$ cat config.mk
export PLATFORM = sky130hd
export DESIGN_NAME = up_counter_fsm_flat
export DESIGN_NICKNAME = d
export VERILOG_FILES = /design/src/rtl/up_counter_fsm_if.sv /design/src/rtl/up_counter_fsm.sv /design/src/flat_wrapper.sv
export SDC_FILE = /design/constraint.sdc
export NUM_CORES = 1
export LEC_CHECK = 0
export CAP_MARGIN = 10
export CORE_AREA = 2 2 39 41
export CTS_CLUSTER_DIAMETER = 200
export CTS_CLUSTER_SIZE = 8
export DETAILED_ROUTE_END_ITERATION = 6
export DIE_AREA = 0 0 41 43
export DONT_BUFFER_PORTS = 1
export PLACE_DENSITY = 0.43
export SETUP_SLACK_MARGIN = 0.05
export SLEW_MARGIN = 20
export SYNTH_ARGS = -nofsm -noshare
export SYNTH_HDL_FRONTEND = slang
export SYNTH_SLANG_ARGS = --single-unit
$ cat constraint.sdc
create_clock -name clk -period 2.9 [get_ports clk]
set_input_delay 0.87 -clock clk [delete_from_list [all_inputs] [get_ports clk]]
set_output_delay 0.87 -clock clk [all_outputs]
set_load 0.005 [all_outputs]
$ cat src/rtl/up_counter_fsm_if.sv
// rtl/up_counter_fsm_if.sv - control/status bundle for up_counter_fsm
interface up_counter_fsm_if #(
   parameter int WIDTH = 4
);
   logic             start;
   logic             en;
   logic             load;
   logic [WIDTH-1:0] load_value;
   logic             oneshot;
   logic [WIDTH-1:0] q;
   logic             tc;
   logic             done;
   logic             busy;

   modport master (
      output start, en, load, load_value, oneshot,
      input  q, tc, done, busy
   );

   modport slave (
      input  start, en, load, load_value, oneshot,
      output q, tc, done, busy
   );
endinterface

$ cat src/rtl/up_counter_fsm.sv
// rtl/up_counter_fsm.sv - programmable 0..MAX up counter; one-shot stop mode compiled in by UP_COUNTER_ONESHOT_EN
module up_counter_fsm #(
   parameter int WIDTH = 4,
   parameter int MAX   = 15
) (
   input  logic           clk,
   input  logic           reset,
   up_counter_fsm_if.slave bus
);
   typedef enum logic [1:0] {IDLE, COUNT, DONE} state_t;

   localparam logic [WIDTH-1:0] MAX_Q = WIDTH'(MAX);

   state_t           state, state_nxt;
   logic [WIDTH-1:0] q_r, q_nxt;
   logic [WIDTH-1:0] load_sat;
   logic             busy_r;
   logic             stop_en;

`ifdef UP_COUNTER_ONESHOT_EN
   assign stop_en = bus.oneshot;
`else
   logic unused_oneshot;
   assign unused_oneshot = bus.oneshot;
   assign stop_en        = 1'b0;
`endif

   // Loads clamp to MAX so q can never leave the 0..MAX range.
   assign load_sat = (bus.load_value > MAX_Q) ? MAX_Q : bus.load_value;

   always_comb begin
      state_nxt = state;
      q_nxt     = q_r;
      if (bus.load) begin
         q_nxt = load_sat;
      end else begin
         case (state)
            IDLE: begin
               if (bus.start) begin
                  q_nxt     = '0;
                  state_nxt = COUNT;
               end
            end
            COUNT: begin
               if (bus.start) begin
                  q_nxt = '0;
               end else if (bus.en) begin
                  if (q_r != MAX_Q)
                     q_nxt = q_r + WIDTH'(1);
                  else if (stop_en)
                     state_nxt = DONE;
                  else
                     q_nxt = '0;
               end
            end
            DONE: begin
               if (bus.start) begin
                  q_nxt     = '0;
                  state_nxt = COUNT;
               end
            end
            default: begin
               state_nxt = IDLE;
               q_nxt     = '0;
            end
         endcase
      end
   end

   always_ff @(posedge clk or posedge reset) begin
      if (reset) begin
         state  <= IDLE;
         q_r    <= '0;
         busy_r <= 1'b0;
      end else begin
         state  <= state_nxt;
         q_r    <= q_nxt;
         busy_r <= (state_nxt == COUNT);
      end
   end

`ifdef UP_COUNTER_ONESHOT_EN
   logic done_r;

   always_ff @(posedge clk or posedge reset) begin
      if (reset)
         done_r <= 1'b0;
      else
         done_r <= (state_nxt == DONE);
   end

   assign bus.done = done_r;
`else
   assign bus.done = 1'b0;
`endif

   // tc flags the edge on which a wrap or one-shot stop will happen.
   assign bus.tc   = (state == COUNT) & bus.en & (q_r == MAX_Q) & ~bus.load & ~bus.start;
   assign bus.q    = q_r;
   assign bus.busy = busy_r;
endmodule

$ cat src/flat_wrapper.sv
// flat-port wrapper written by rule: the top's interface ports become plain ports
module up_counter_fsm_flat 
#(
   parameter int WIDTH = 4,
   parameter int MAX   = 15
)
  (clk, reset, bus_start, bus_en, bus_load, bus_load_value, bus_oneshot, bus_q, bus_tc, bus_done, bus_busy);
  up_counter_fsm_if #(.WIDTH(WIDTH)) bus_i ();
  input  logic clk;
  input  logic reset;
  input wire logic [$bits(bus_i.start)-1:0] bus_start;
  input wire logic [$bits(bus_i.en)-1:0] bus_en;
  input wire logic [$bits(bus_i.load)-1:0] bus_load;
  input wire logic [$bits(bus_i.load_value)-1:0] bus_load_value;
  input wire logic [$bits(bus_i.oneshot)-1:0] bus_oneshot;
  output wire logic [$bits(bus_i.q)-1:0] bus_q;
  output wire logic [$bits(bus_i.tc)-1:0] bus_tc;
  output wire logic [$bits(bus_i.done)-1:0] bus_done;
  output wire logic [$bits(bus_i.busy)-1:0] bus_busy;
  assign bus_i.start = bus_start;
  assign bus_i.en = bus_en;
  assign bus_i.load = bus_load;
  assign bus_i.load_value = bus_load_value;
  assign bus_i.oneshot = bus_oneshot;
  assign bus_q = bus_i.q;
  assign bus_tc = bus_i.tc;
  assign bus_done = bus_i.done;
  assign bus_busy = bus_i.busy;
  up_counter_fsm #(.WIDTH(WIDTH), .MAX(MAX)) u_core (.clk(clk), .reset(reset), .bus(bus_i));
endmodule
==> metrics.md <==
| Metric | Value |
|---|---|
| Critical path's top delay family | simple AND/OR/NAND/NOR gates |
| Port Buffers | 0 |
| Critical path class | in2out |
| # Post-CTS Setup Buffers | 0 |
| Area fraction in compound gates after synthesis | 25.2% |
| Number of enable flip-flop cells after synthesis | 0 |
| Fmax achieved | 420 MHz |
| Setup TNS after final layout | 0 ns |
| Final hold slack | 0.452 ns |
| First-pass iteration count of the detailed router | 4 |
| Layout cells sized above 1 | 9.09% |
| Longest Clk Path Bufs | 2 |
| RR Endpoint | u_core.bus.q[0] |
| Clock tree root buffer cell | clkbuf_4 |
| Kind of end point of the critical path | output port |
| Number of setup violations in the final report | 0 |
| Inserted Diodes | 0 |
| Post-synthesis net count | 53 |
| DRC marker count from the first detailed-route iteration | 5 |
| Synth area leaders | dfrtp_1 41%, nor4b_4 5.6%, a22o_1 4.1% |
| Sequential share of the synthesized area | 41.1% |
| Final worst-path cycle share | 82.1% |
| Hold bufs inserted after CTS | 0 |
| Core area | 1380 sq um |
| Run status | finished, final reports clean |
| Number of antenna violations at the first check in global routing | 0 |
| Min cycle time layout | 2.38 ns |
| Largest fanout on the critical path | 9 |
| Row cnt | 14 |
| Post-DR vias/cell | 5.42 |
| TritonCTS clock tree | done |
| Startpoint of the worst-slack reg-to-reg timing path | u_core.bus.q[0] |
| TritonCTS Buffers | 3 |
| Cell Count, Final, Fillers Out | 60 |
| Length in cells of the worst reg-to-reg path | 4 |
| Type of the tightest min-delay check | in2async |
| Simple-gate area share of the yosys netlist | 19.4% |
| Crit start category | primary input |
| Total power per unit cell area | 505 nW/um^2 |
| Synth warnings | 0 |
| Htree depth | 1 |
| Cell Count Post-Placement | 56 |
| Number of global-route vias before repair | 340 |
| Number of vias after detailed routing | 325 |
| Number of unique standard cell types used by synthesis | 26 |
| Effective utilization at floorplan | 30.8% |
| Post-DRT Antenna Nets | 0 |
| Area of the multi-input gates | 218 sq um |
| Final Skew | 0.00116 ns |
| Synth Instances | 42 |
| Highest-count cells in the layout ignoring fill and taps | 7 x dfrtp_1, 4 x inv_1, 3 x nor2_1, 3 x clkbuf_4 |
| Gr ovfl total | 0 |
| Final slew viol count | 0 |
| Sum of routed wire length over all layers | 880 microns |
| Detailed-route DRC error count | 0 |
| Cell area after synthesis | 427 sq um |
| Ports placed on the boundary | 17 |
| Stages on the worst setup path | 2 |
| Area fraction of the dominant cell type after synthesis | 41.1% |
| Later-pin clock latency in the skew report | 0.24 ns |
| Synth Area in XOR/XNOR | 0% |
| WP buf/inv | 0 |
| Flop2flop setup slack | 1.51 ns |
| Detailed-route wire length per cell | 14.7 microns |
| Weighted congestion at the end of routability-driven global placement | 0.691 |
| Slowest cell delay on critical path | 0.39 ns |
| Yosys reg bits | 7 |
| Pin count of the biggest net entering global routing | 10 |
| Area growth syn-to-layout | 6.45% |
| Total area of sequential cells | 175 sq um |
| Critical path's slowest cell | nor4b_4 |
| Most frequent standard cell in the layout excluding fill and tap cells | dfrtp_1 |
| Most common flop cell mapped by yosys | dfrtp_1 |
| Cells along the critical path | nor4b_4 -> and3_1 |
| Static leakage | 0.198 nW |
| Final #Nets | 56 |
| Post-synth top area cell | dfrtp_1 |
| RSZ-0062 raised after global routing | no |
| Async set or reset register ratio after synthesis | 100% |
| # Max-Cap Violations | 0 |
| Worst EP required | 2.03 ns |
| Total global routing track utilization | 12.4% |
| Resized cells post-CTS | 0 |
| Highest ir drop seen on vdd | 0.188 mV |
| Adder and majority cell fraction of the synthesized area | 2.93% |
| Wire length of the first global-routing pass | 1470 microns |
| Die X-Extent | 41 microns |
| DP HPWL | 727 microns |
| Mean post-synth cell area | 10.2 sq um |
| Vertical extent of the die | 43 microns |
| Mux cell area share after synthesis | 2.64% |
| Final hold vios | 0 |
| Clock sink count | 7 |
| Die Footprint | 1760 sq um |
| Number of inserted filler cells in the final layout | 157 |
| Data arrival time at the worst-slack endpoint | 1.51 ns |
| Main combinational cell family by area after synthesis | compound AO/OA/AOI/OAI gates |
| Clock-pin slew on the worst setup and hold paths | 0.05 ns |
| Power, Total | 229 uW |
metrics by stage:
stage	worst slack (ns)	utilization [%]	cell area (sq um)
after CTS	0.508	32.8	454
after global routing	0.474	32.8	454
after floorplan	0.496	-	427
after global placement	0.513	30.9	428
final	0.519	32.8	454
after detailed placement	0.509	30.9	428
state kept, by name, indices dropped and copies added (netlist names):
name             cells
u_core.bus.busy      1
u_core.bus.q         4
u_core.state         2
per-layer routing:
metal	up-vias	global-route usage (%)	part of all wire, %
met3	2	6.28	8.5
li1	158	-	-
met2	11	18.4	50
met4	0	6.00	1.0
met5	-	0	0
met1	154	14.1	41
final cells by class:
cell class	instances	share of cell area, %
clock buffer	4	5.79
sequential	7	38.6
tap	16	4.41
multi-input combinational	29	47.9
inverter	4	3.31
cells in the mapped netlist (all sizes together), types with 2 or more instances:
library cell and n:
nand2 2, inv 4, a22o 2, a22oi 2, buf 2, and3 2
dfrtp 7, nor2 3, o21ai 2
power breakdown:
group          internal [mW]  total [mW]  switching (mW)
logic                 0.0148      0.0288          0.0140
registers              0.104       0.115          0.0111
clock network         0.0523      0.0850          0.0327
worst max-delay path by stage:
| stage | from | to | slack, ns |
|---|---|---|---|
| global route | bus_load | bus_tc | 0.47 |
| detailed placement | bus_load | bus_tc | 0.51 |
| finish | bus_load | bus_tc | 0.52 |
| CTS | bus_load | bus_tc | 0.51 |
| global placement | bus_load | bus_tc | 0.51 |
| floorplan | bus_load | bus_tc | 0.50 |
kinds of logic after synthesis:
family | count (synthesis)
DFF | 7
AOI/OAI and AO/OA | 14
adders and majority gates | 1
and+or+nand+nor | 12
buffers and inverters | 6
other | 1
muxes | 1
Power figures use the tool's default switching activity.
==> variant (same settings) <==
The option `UP_COUNTER_ONESHOT_EN` is turned on by a define.
--- a/src/rtl/up_counter_fsm.sv
+++ b/src/rtl/up_counter_fsm.sv
@@ -1,3 +1,5 @@
 // rtl/up_counter_fsm.sv - programmable 0..MAX up counter; one-shot stop mode compiled in by UP_COUNTER_ONESHOT_EN
+`define UP_COUNTER_ONESHOT_EN
+
 module up_counter_fsm #(
    parameter int WIDTH = 4,
Formal check against the unedited RTL: not equivalent (a bounded check fails within 4 cycles, from zero or initial values and one cycle with reset high).
==> variant against the unedited design <==
  * Sequential cell count rose by 1
  * Worst setup slack gained 0.057 ns
  * Cell area grew 13%
  * Routed wire length up 26%
  * Highest routed layer is now met3
  * Area after synthesis up 11%
  * Sequential share of layout area rose by 0.46 points
  * Synthesized cell count is 21% higher
  * Critical path depth rose by 1
  * Clock skew barely moved
  * Power is 7.5% higher
==> variant: results (changes against the unedited design) <==
* Synth top area cells: dfrtp_1 42%, a22o_1 5.5%, and3_1 3.9% (was dfrtp_1 41%, nor4b_4 5.6%, a22o_1 4.1%)
* Placed insts at 66 (was 56)
* Yosys cell types at 26 (unchanged)
* Leakage at 0.229 nW (was 0.198 nW)
* Met1 Wirelength at 450 µm (was 357 µm)
* Final HPWL DP at 846 µm (was 727 µm)
* Avg Cell Area, Syn at 9.32 µm² (was 10.2 µm²)
* Ant. Diodes at 0 (unchanged)
* Worst-path fanout max at 13 (was 9)
* Routed via count at 404 (was 325)
* Reg2Reg Setup Slack at 1.03 ns (was 1.51 ns)
* Slew headroom at 0.663
* Initial drt markers at 9 (was 5)
* Worst vdd ir at 0.000217 V (was 0.000188 V)
* Total GRT Usage at 0.151 (was 0.124)
* Met2 wire length at 553 µm (was 436 µm)
* Delay-heaviest family, CP: simple AND/OR/NAND/NOR gates (unchanged)
* Status: completed (unchanged)
* DR pass1 iterations at 3 (was 4)
* Ys async rst share at 1.00 (unchanged)
* Top Metal Used: met3 (was met4)
* Largest net degree at the start of global routing at 14 (was 10)
* Share of layout cells above drive strength 1 at 0.113 (was 0.0909)
* CP max stage delay at 0.23 ns (was 0.39 ns)
* Finished Layout Cells at 69 (was 60)
* Vias in the first global route at 426 (was 340)
* Commonest cells post-synth: 8 x dfrtp_1, 5 x nor2_1, 4 x inv_1 (was 7 x dfrtp_1, 4 x inv_1, 3 x nor2_1)
* Routed len/inst at 16.1 µm (was 14.7 µm)
* Routability cong. at 0.691 (about the same)
* H-tree lvl count at 1 (unchanged)
* Worst hold margin at 0.463 ns (was 0.452 ns)
* Syn_nets at 62 (was 53)
* Fillers at 141 (was 157)
* Area post-placement at 490 µm² (was 428 µm²)
* Sequential-to-total area share from yosys stat at 0.421 (was 0.411)
* Arrival @ worst endpoint at 1.45 ns (was 1.51 ns)
* Routed wl met3 at 105 µm (was 75 µm)
* Global-route wire length before repair at 1.83 mm (was 1.47 mm)
* Slowest-stage cell, CP: nor4b_2 (was nor4b_4)
* Reg clk slew, reported paths at ~0.06 ns
* Final Skew at 0.000802 ns (was 0.00116 ns)
## variant: area by class of cell
| cell class | instances | area (µm²) | share of cell area |
|---|---|---|---|
| Clock buffer | 3 | 22.5 | 0.0439 |
| Inverter | 4 | 15.0 | 0.0293 |
| Multi-Input combinational cell | 37 | 248 | 0.483 |
| Sequential cell | 8 | 200 | 0.390 |
| Tap cell | 16 | 20.0 | 0.0390 |
| Timing Repair Buffer | 1 | 7.51 | 0.0146 |
## variant: through the flow
stage	worst slack [ns]	power, mW
final	0.575	0.246
after global routing	0.538	0.262
after CTS	0.568	0.252
after detailed placement	0.569	0.162
after global placement	0.578	0.161
after floorplan	0.528	0.155
## variant: kinds of logic after synthesis
kind of cell               Yosys count  synth area share
DFF                                  8             0.421
AOI/OAI and AO/OA                   16             0.239
and+or+nand+nor                     19             0.234
adders and majority gates            1            0.0263
buffers and inverters                6            0.0579
muxes                                1            0.0211
## variant: final timing paths
check,start,end,cells after the start
max in group asynchronous,reset,u_core.bus.done,1
min reg2reg,u_core.bus.q[3],u_core.bus.q[3],1
min,reset,u_core.bus.q[0],1
max,bus_load,bus_tc,3
max reg2reg,u_core.bus.q[0],u_core.bus.q[2],5
min in group clk,u_core.bus.q[3],u_core.bus.q[3],1
## variant: metal layers
| metal | track usage | vias up |
|---|---|---|
| met1 | 0.180 | 199 |
| met4 | 0.0400 | 0 |
| met5 | 0 | - |
| li1 | - | 192 |
| met2 | 0.234 | 13 |
| met3 | 0.0733 | 0 |
## variant: report_power, final
| part | switching [mW] | internal [mW] | leakage (nW) | total [mW] |
|---|---|---|---|---|
| clock | 0.0392 | 0.0475 | 0.0138 | 0.0866 |
| sequential | 0.0105 | 0.119 | 0.0953 | 0.130 |
| combinational | 0.0148 | 0.0149 | 0.120 | 0.0298 |
